**src/rtl/shift_add_multiplier_seq_if.sv**
```systemverilog
// Request/result bus of the sequential shift-and-add multiplier.
// The requester drives operands and start; the multiplier returns busy, done and product.
interface shift_add_multiplier_seq_if #(
    parameter int WIDTH = 4
);
    logic                   start;
    logic [WIDTH-1:0]       multiplicand;
    logic [WIDTH-1:0]       multiplier;
    logic                   busy;
    logic                   done;
    logic [2*WIDTH-1:0]     product;

    modport master (
        output start,
        output multiplicand,
        output multiplier,
        input  busy,
        input  done,
        input  product
    );

    modport slave (
        input  start,
        input  multiplicand,
        input  multiplier,
        output busy,
        output done,
        output product
    );
endinterface

```
**src/rtl/shift_add_multiplier_seq.sv**
```systemverilog
// Sequential unsigned WIDTH x WIDTH shift-and-add multiplier driving an external adder.
// Optional macro MUL_SKIP_ZERO_EN folds the shift into ADD for zero multiplier bits.

module shift_add_multiplier_seq_chk (
    input  logic clk_i,
    input  logic rst_i,
    input  logic busy_i,
    input  logic done_i,
    input  logic add_cin_i
);
    a_busy_done_excl: assert property (@(posedge clk_i) disable iff (rst_i) !(busy_i && done_i));
    a_done_pulse:     assert property (@(posedge clk_i) disable iff (rst_i) done_i |=> !done_i);
    a_cin_zero:       assert property (@(posedge clk_i) disable iff (rst_i) add_cin_i == 1'b0);
    a_reset_quiet:    assert property (@(posedge clk_i) rst_i |=> (!busy_i && !done_i));
endmodule

module shift_add_multiplier_seq #(
    parameter int WIDTH = 4
) (
    input  logic                      clk_i,
    input  logic                      rst_i,
    shift_add_multiplier_seq_if.slave bus,
    output logic [WIDTH-1:0]          add_a_o,
    output logic [WIDTH-1:0]          add_b_o,
    output logic                      add_cin_o,
    input  logic [WIDTH-1:0]          add_s_i,
    input  logic                      add_cout_i
);
    localparam int                CNT_W    = $clog2(WIDTH) + 1;
    localparam int                SR_W     = 2 * WIDTH + 1;
    localparam logic [CNT_W-1:0]  LAST_CNT = CNT_W'(WIDTH - 1);
    localparam logic [CNT_W-1:0]  CNT_ONE  = CNT_W'(1);

    typedef enum logic [1:0] {
        S_IDLE  = 2'd0,
        S_ADD   = 2'd1,
        S_SHIFT = 2'd2,
        S_DONE  = 2'd3
    } state_e;

    function automatic logic [SR_W-1:0] shr1(input logic [SR_W-1:0] v);
        return {1'b0, v[SR_W-1:1]};
    endfunction

    state_e               state_q,   state_d;
    logic [WIDTH-1:0]     acc_q,     acc_d;
    logic                 carry_q,   carry_d;
    logic [WIDTH-1:0]     mq_q,      mq_d;
    logic [WIDTH-1:0]     m_q,       m_d;
    logic [CNT_W-1:0]     cnt_q,     cnt_d;
    logic [2*WIDTH-1:0]   product_q, product_d;
    logic                 busy_q,    busy_d;
    logic                 done_q,    done_d;
    logic [SR_W-1:0]      shifted_s;

    // Carry from the last add becomes the new top bit of acc_hi.
    assign shifted_s = shr1({carry_q, acc_q, mq_q});

`ifdef MUL_SKIP_ZERO_EN
    logic [SR_W-1:0]      shifted_zero_s;
    assign shifted_zero_s = shr1({1'b0, acc_q, mq_q});
`endif

    assign add_a_o      = acc_q;
    assign add_b_o      = m_q;
    assign add_cin_o    = 1'b0;
    assign bus.busy     = busy_q;
    assign bus.done     = done_q;
    assign bus.product  = product_q;

    // Next-state and datapath update for the add/shift sequencer.
    always_comb begin
        state_d   = state_q;
        acc_d     = acc_q;
        carry_d   = carry_q;
        mq_d      = mq_q;
        m_d       = m_q;
        cnt_d     = cnt_q;
        product_d = product_q;
        case (state_q)
            S_IDLE: begin
                if (bus.start) begin
                    m_d     = bus.multiplicand;
                    mq_d    = bus.multiplier;
                    acc_d   = {WIDTH{1'b0}};
                    carry_d = 1'b0;
                    cnt_d   = {CNT_W{1'b0}};
                    state_d = S_ADD;
                end else begin
                    state_d = S_IDLE;
                end
            end
            S_ADD: begin
                if (mq_q[0]) begin
                    acc_d   = add_s_i;
                    carry_d = add_cout_i;
                    state_d = S_SHIFT;
                end else begin
`ifdef MUL_SKIP_ZERO_EN
                    {carry_d, acc_d, mq_d} = shifted_zero_s;
                    cnt_d = cnt_q + CNT_ONE;
                    if (cnt_q == LAST_CNT) begin
                        product_d = shifted_zero_s[2*WIDTH-1:0];
                        state_d   = S_DONE;
                    end else begin
                        state_d   = S_ADD;
                    end
`else
                    carry_d = 1'b0;
                    state_d = S_SHIFT;
`endif
                end
            end
            S_SHIFT: begin
                {carry_d, acc_d, mq_d} = shifted_s;
                cnt_d = cnt_q + CNT_ONE;
                if (cnt_q == LAST_CNT) begin
                    product_d = shifted_s[2*WIDTH-1:0];
                    state_d   = S_DONE;
                end else begin
                    state_d   = S_ADD;
                end
            end
            S_DONE: begin
                state_d = S_IDLE;
            end
            default: begin
                state_d = S_IDLE;
            end
        endcase
        busy_d = (state_d == S_ADD) || (state_d == S_SHIFT);
        done_d = (state_d == S_DONE);
    end

    // State, datapath and output registers with synchronous reset.
    always_ff @(posedge clk_i) begin
        if (rst_i) begin
            state_q   <= S_IDLE;
            acc_q     <= {WIDTH{1'b0}};
            carry_q   <= 1'b0;
            mq_q      <= {WIDTH{1'b0}};
            m_q       <= {WIDTH{1'b0}};
            cnt_q     <= {CNT_W{1'b0}};
            product_q <= {(2*WIDTH){1'b0}};
            busy_q    <= 1'b0;
            done_q    <= 1'b0;
        end else begin
            state_q   <= state_d;
            acc_q     <= acc_d;
            carry_q   <= carry_d;
            mq_q      <= mq_d;
            m_q       <= m_d;
            cnt_q     <= cnt_d;
            product_q <= product_d;
            busy_q    <= busy_d;
            done_q    <= done_d;
        end
    end

    shift_add_multiplier_seq_chk u_chk (
        .clk_i     (clk_i),
        .rst_i     (rst_i),
        .busy_i    (busy_q),
        .done_i    (done_q),
        .add_cin_i (add_cin_o)
    );
endmodule

```
**src/flat_wrapper.sv**
```systemverilog
// flat-port wrapper written by rule: the top's interface ports become plain ports
module shift_add_multiplier_seq_flat 
#(
    parameter int WIDTH = 4
)
  (clk_i, rst_i, add_a_o, add_b_o, add_cin_o, add_s_i, add_cout_i, bus_start, bus_multiplicand, bus_multiplier, bus_busy, bus_done, bus_product);
  shift_add_multiplier_seq_if #(.WIDTH(WIDTH)) bus_i ();
  input  logic clk_i;
  input  logic rst_i;
  output logic [WIDTH-1:0] add_a_o;
  output logic [WIDTH-1:0] add_b_o;
  output logic add_cin_o;
  input  logic [WIDTH-1:0] add_s_i;
  input  logic add_cout_i;
  input wire logic [$bits(bus_i.start)-1:0] bus_start;
  input wire logic [$bits(bus_i.multiplicand)-1:0] bus_multiplicand;
  input wire logic [$bits(bus_i.multiplier)-1:0] bus_multiplier;
  output wire logic [$bits(bus_i.busy)-1:0] bus_busy;
  output wire logic [$bits(bus_i.done)-1:0] bus_done;
  output wire logic [$bits(bus_i.product)-1:0] bus_product;
  assign bus_i.start = bus_start;
  assign bus_i.multiplicand = bus_multiplicand;
  assign bus_i.multiplier = bus_multiplier;
  assign bus_busy = bus_i.busy;
  assign bus_done = bus_i.done;
  assign bus_product = bus_i.product;
  shift_add_multiplier_seq #(.WIDTH(WIDTH)) u_core (.clk_i(clk_i), .rst_i(rst_i), .bus(bus_i), .add_a_o(add_a_o), .add_b_o(add_b_o), .add_cin_o(add_cin_o), .add_s_i(add_s_i), .add_cout_i(add_cout_i));
endmodule
```
**config.mk**
```make
export PLATFORM = sky130hd
export DESIGN_NAME = shift_add_multiplier_seq_flat
export DESIGN_NICKNAME = d
export VERILOG_FILES = /design/src/rtl/shift_add_multiplier_seq_if.sv /design/src/rtl/shift_add_multiplier_seq.sv /design/src/flat_wrapper.sv
export SDC_FILE = /design/constraint.sdc
export NUM_CORES = 1
export LEC_CHECK = 0
export BUFFER_PORTS_ARGS = -buffer_cell sky130_fd_sc_hd__buf_4
export CAP_MARGIN = 20
export CORE_ASPECT_RATIO = 1.1
export CORE_UTILIZATION = 45
export CTS_BUF_LIST = sky130_fd_sc_hd__clkbuf_16
export DETAILED_ROUTE_END_ITERATION = 6
export PLACE_DENSITY = 0.75
export RECOVER_POWER = 100
export SKIP_LAST_GASP = 1
export SLEW_MARGIN = 20
export SYNTH_ARGS = -nofsm -noshare
export SYNTH_HDL_FRONTEND = slang
export SYNTH_SLANG_ARGS = --single-unit
```
**constraint.sdc**
```tcl
create_clock -name clk_i -period 1.6 [get_ports clk_i]
set_input_delay 0.24 -clock clk_i [delete_from_list [all_inputs] [get_ports clk_i]]
set_output_delay 0.24 -clock clk_i [all_outputs]
set_load 0.02 [all_outputs]
```
# After elaboration in Yosys (flattened, before gate mapping)
# Cells that the tools add are included.
dict set report word_totals {
  register_bits 28
  word_cells 41
  inputBits 16
}
dict set report classes {
  n_eq_ne 9
  n_addsub 1
  n_mux 13
  n_reduce_logical 9
}
# cell n
set op_table {}
lappend op_table {{$mux 4} 3}
lappend op_table {{$pmux 4 s3} 1}
lappend op_table {{$eq 2x2->1 const B} 4}
lappend op_table {{$pmux 2 s4} 1}
lappend op_table {{$pmux 4 s2} 1}
lappend op_table {{$reduce_and 2->1} 4}
lappend op_table {{$pmux 3 s2} 1}
lappend op_table {{$eq 2x1->1 const B} 2}
lappend op_table {{$add 3x1->3 const B} 1}
lappend op_table {{$eq 3x2->1 const B} 1}
lappend op_table {{$mux 1} 3}
lappend op_table {{$mux 3} 1}
lappend op_table {{$pmux 1 s3} 1}
lappend op_table {{$reduce_and 3->1} 1}
lappend op_table {{$reduce_bool 3->1} 1}
lappend op_table {{$logic_not 2->1} 1}
lappend op_table {{$mux 2} 1}
lappend op_table {{$ne 2x1->1 const B} 1}
lappend op_table {{$ne 2x2->1 const B} 1}
lappend op_table {{$reduce_bool 2->1} 1}
lappend op_table {{$logic_or 1x1->1} 1}

# Logic depth before layout (Yosys ltp)
dict set report logic_depth {
  word_depth 5
  ltp_mapped 7
}

# Worst setup path before layout
# Ideal clock, no wire load.
dict set report synth_path {
  kind {register to register}
  start {register u_core.state_q[1]}
  end {register u_core.busy_q, in the netlist u_core.bus.busy}
  path_slack_ps -80
  required_time_ps 1475
  arrival_ps 1555
  path_stages_with_launch 8
  path_cell_list {dfxtp_1 > inv_1 > ha_1 > buf_6 > mux2i_2 > inv_2 > ha_1 > nor2b_1}
}
dict set report synth_via {
  elab_chain_cells 4
  elab_cells_between_ends 8
  classes_between {5 x eq/ne; 1 x mux; 2 x reduce/logical}
}
# item line
set synth_lines {}
lappend synth_lines {{from (decl)} shift_add_multiplier_seq.sv:45} ;# state_e state_q, state_d;
lappend synth_lines {{from (signal assigned)} shift_add_multiplier_seq.sv:148} ;# state_q <= state_d;
lappend synth_lines {{$eq 2x2->1, or another cell as far along} shift_add_multiplier_seq.sv:80} ;# case (state_q)
lappend synth_lines {{$pmux 2 s4 *} shift_add_multiplier_seq.sv:80}
lappend synth_lines {{net u_core.state_d[0]} shift_add_multiplier_seq.sv:45}
lappend synth_lines {{$eq 2x1->1 / $eq 2x2->1 (equally long branches)} shift_add_multiplier_seq.sv:131} ;# busy_d = (state_d == S_ADD) || (state_d == S_SHIFT);
lappend synth_lines {{$logic_or 1x1->1 *} shift_add_multiplier_seq.sv:131}
lappend synth_lines {{net u_core.busy_d} shift_add_multiplier_seq.sv:52} ;# logic busy_q, busy_d;
lappend synth_lines {{to (signal assigned)} shift_add_multiplier_seq.sv:155} ;# busy_q <= busy_d;
lappend synth_lines {{to (decl)} shift_add_multiplier_seq.sv:52}
# The timed path passes the listed nets; every way through them passes the cells marked *.
# A chain may end at the register's enable or synchronous reset.

# Worst setup path after layout
dict set report layout_path {
  start {register u_core.cnt_q[0]}
  end {register u_core.busy_q, in the netlist u_core.bus.busy}
}
dict set report layout_via {
  elab_chain_cells 5
  elab_cells_between_ends 6
  classes_between {3 x eq/ne; 2 x mux; 1 x reduce/logical}
}
# item line
set layout_lines {}
lappend layout_lines {{from (decl)} shift_add_multiplier_seq.sv:50} ;# logic [CNT_W-1:0] cnt_q, cnt_d;
lappend layout_lines {{from (signal assigned)} shift_add_multiplier_seq.sv:143} ;# cnt_q <= {CNT_W{1'b0}};
lappend layout_lines {{from (signal assigned)} shift_add_multiplier_seq.sv:153} ;# cnt_q <= cnt_d;
lappend layout_lines {{$eq 3x2->1 *} shift_add_multiplier_seq.sv:117} ;# if (cnt_q == LAST_CNT) begin
lappend layout_lines {{$mux 2 *} shift_add_multiplier_seq.sv:117}
lappend layout_lines {{$pmux 2 s4 *} shift_add_multiplier_seq.sv:80}
lappend layout_lines {{net u_core.state_d[1]} shift_add_multiplier_seq.sv:45}
lappend layout_lines {{$eq 2x1->1 / $eq 2x2->1 (equally long branches)} shift_add_multiplier_seq.sv:131}
lappend layout_lines {{$logic_or 1x1->1 *} shift_add_multiplier_seq.sv:131}
lappend layout_lines {{net u_core.busy_d} shift_add_multiplier_seq.sv:52}
# Marked as above.

==> run_results.csv <==
group,metric,value,unit
status,status,"completed",
clock_network,cts_buffers,3,
drt,highest_layer,"met4",
drt,drt_iter0_drc,13,
cells_and_area,insertedDiodeCount,0,
die,start_util,48.4,%
die,die_w,52.1,um
power,ir_drop,0.890,mV
clock_network,insertion_delay,0.26,ns
clock_network,cts_buffer_depth,2,
drt,m1WireLength,1200,um
die,row_count,19,
power,power_leakage,0.628,nW
logic_synthesis,ys_top_cells_by_area,"dfxtp_1 45%, ha_1 9.1%, nand2_1 8.1%",
drt,wl_met2,1360,um
critical_path,max_stage_delay,0.32,ns
placement,dpl_cell_area,0.00154,mm2
sta,setup_viol,0,
critical_path,crit_chain,"ha_1 -> ha_1 -> nand3_1 -> o21ai_0 -> ha_1 -> nor2b_1",
logic_synthesis,yosys.area.top_type,"dfxtp_1",
sta,rsz0062_at_grt,"no",
hold_path,hold_path_depth,3,
placement,gp_congestion,0.828,
clock_network,postCtsSetupRepairBufs,0,
logic_synthesis,synthCells,140,
cells_and_area,utilization,61.5,%
global_routing,grt_overflow,0,
logic_synthesis,synth.yosys.seq_area_share,45.1,%
drt,wl_met3,117,um
placement,dpl.hpwl,2000,um
hold_path,min_path_type,"in -> reg",
logic_synthesis,yosysTopAreaCellShare,45.1,%
sta,fmax,684,MHz
cells_and_area,area_growth,27.0,%
clock_network,path_clk_slew,0.06,ns
global_routing,grt.total_usage,20.6,%
global_routing,grt_pass1_vias,1062,
logic_synthesis,netlist-cell-type-count,25,
placement,port_buffers,33,
drt,antenna_left,0,
clock_network,cts_htree_levels,1,
cells_and_area,post-route-cell-area,0.00158,mm2
placement,place_ws,0.00900,ns
critical_path,cp-start-kind,"flip-flop",
logic_synthesis,synth.avg_cell_area,8.88,um2
drt,wl_per_cell,13.2,um
die,pin_count,35,
global_routing,grt_pass1_wl,4460,um
clock_network,clock-sinks,28,
die,die_h,57.1,um
sta,tns,0,ns
critical_path,crit_top_cell,"ha_1",
flow_run,maxCapViolations,0,
critical_path,slowest_stage,"dfxtp_1",
logic_synthesis,syn_area,0.00124,mm2
sta,setup_slack,0.138,ns
die,core_area,0.00257,mm2
critical_path,worstSetupPathType,"reg -> reg",
drt,dr.pass1.iters,4,
die,die_area,0.00298,mm2
drt,viasPerCell,5.13,
global_routing,antenna_found_initial,0,
drt,num_vias,1057,
clock_network,tritoncts,"done",
critical_path,ff2ff_path_depth,6,
global_routing,grt_max_degree,30,
drt,drc_errors,0,
drt,drt-total-wl,2720,um
clock_network,clockRootBuffer,"clkbuf_16",
power,powerDensity,1060,mW/mm2
critical_path,critPathMaxFanout,3,
logic_synthesis,synth.ff_latch_count,28,
logic_synthesis,yosys_warnings,0,
sta,fin_skew,0.00609,ns
sta,hold_violations,0,
cells_and_area,final_nets,201,
sta,finalCritPeriodShare,91.4,%
logic_synthesis,synth_nets,165,
cells_and_area,final_layout_size_suffix_gt1_share,15.4,%
sta,fin_crit,1.46,ns
critical_path,cp-end-kind,"flip-flop",
sta,slew_violations,0,
critical_path,crit_arrival,1.61,ns
critical_path,required,1.74,ns
-- kinds of logic (layout without fill, tap and decap cells) --
logic type | count (synthesis) | count (layout) | synth area share (%)
fa+ha+maj | 9 | 9 | 9.05
flops | 28 | 28 | 45.1
mux | 9 | 9 | 7.55
buf+inv | 13 | 48 | 4.93
simple gates | 53 | 53 | 19.3
compound gates | 27 | 27 | 13.8
other cells | 1 | 1 | 0.302
-- metal layers --
layer  vias up  track usage (%)
met5         -                0
met4         0             10.8
met3         5             4.00
met2        26             36.8
met1       491             22.4
li1        535                -
-- flip-flops by register name (all words and copies together), names as in the netlist --
register,count
u_core.add_a_o,4
u_core.cnt_q,3
u_core.bus.done,1
u_core.carry_q,1
u_core.add_b_o,4
u_core.mq_q,4
u_core.bus.busy,1
u_core.bus.product,8
u_core.state_q,2
-- worst paths after layout --
path                                                         start                            endpoint  slack [ns]
worst max-delay path                  u_core.cnt_q[0]$_SDFFE_PP0P_          u_core.bus.busy$_SDFF_PP0_        0.14
worst min register to register  u_core.bus.product[4]$_SDFFE_PP0P_  u_core.bus.product[4]$_SDFFE_PP0P_        0.45
worst min-delay path                           bus_multiplicand[2]      u_core.add_b_o[2]$_SDFFE_PP0P_        0.24
worst max register to register        u_core.cnt_q[0]$_SDFFE_PP0P_          u_core.bus.busy$_SDFF_PP0_        0.14
-- report_power, final --
| part | internal (mW) | total, mW | leakage [nW] | switching, mW |
|---|---|---|---|---|
| registers | 0.722 | 0.739 | 0.228 | 0.0170 |
| logic | 0.0881 | 0.192 | 0.348 | 0.104 |
| clock network | 0.498 | 0.741 | 0.0511 | 0.243 |
-- layout make-up --
cell class              instances  area [um2]
well taps                      31        38.8
clock buffers                   3        75.1
repair buffers                 38         208
fillers                       231         988
inverters                       6        22.5
multi-input cells              99         643
clock inverters                 1        30.0
flip-flops and latches         28         562
-- cell usage after synthesis --
| cell | count |
|---|---|
| buf_4 | 1 |
| o21ai_0 | 2 |
| buf_2 | 1 |
| conb_1 | 1 |
| a21oi_1 | 14 |
| mux2i_1 | 8 |
| a32oi_1 | 2 |
| buf_6 | 1 |
| and2_1 | 1 |
| nor2_1 | 7 |
| a211o_1 | 1 |
| a22o_1 | 4 |
| clkbuf_1 | 4 |
| nand3_1 | 6 |
| a211oi_1 | 4 |
| inv_2 | 1 |
| or3_1 | 1 |
| mux2i_2 | 1 |
| inv_1 | 5 |
| nand2b_1 | 5 |
| nor2b_1 | 5 |
| nand2_1 | 27 |
| ha_1 | 9 |
| nand3b_1 | 1 |
| dfxtp_1 | 28 |
-- critical path: cells and delay by family, from the launching register on --
family / cells / cell delay, ns
AO/OA/AOI/OAI: 1 / 0.12
AND/OR/NAND/NOR: 2 / 0.22
adder cells (fa/ha/maj): 3 / 0.69
flip-flops: 1 / 0.32
-- timing repair --
item	CTS	global route
setup endpoints to repair	1	9
gates resized for setup	1	3
hold buffers	0	0
-- stage by stage --
stage	hold WS, ns	std cells	power, mW
2_1_floorplan	0.388	140	0.877
3_3_place_gp	0.443	202	0.948
3_5_place_dp	0.450	202	0.957
4_1_cts	0.242	206	1.70
5_1_grt	0.254	206	1.74
6_report	0.243	206	1.67
-- layout by cell type (no fill, tap or decap), drive strengths merged, types with 2 or more instances in the layout --
cell type	n
a211oi	4
a21oi	14
a22o	4
a32oi	2
buf	17
clkbuf	24
dfxtp	28
ha	9
inv	6
mux2i	9
nand2	27
nand2b	5
nand3	6
nor2	7
nor2b	5
o21ai	2
(Power assumes the default switching activity.)
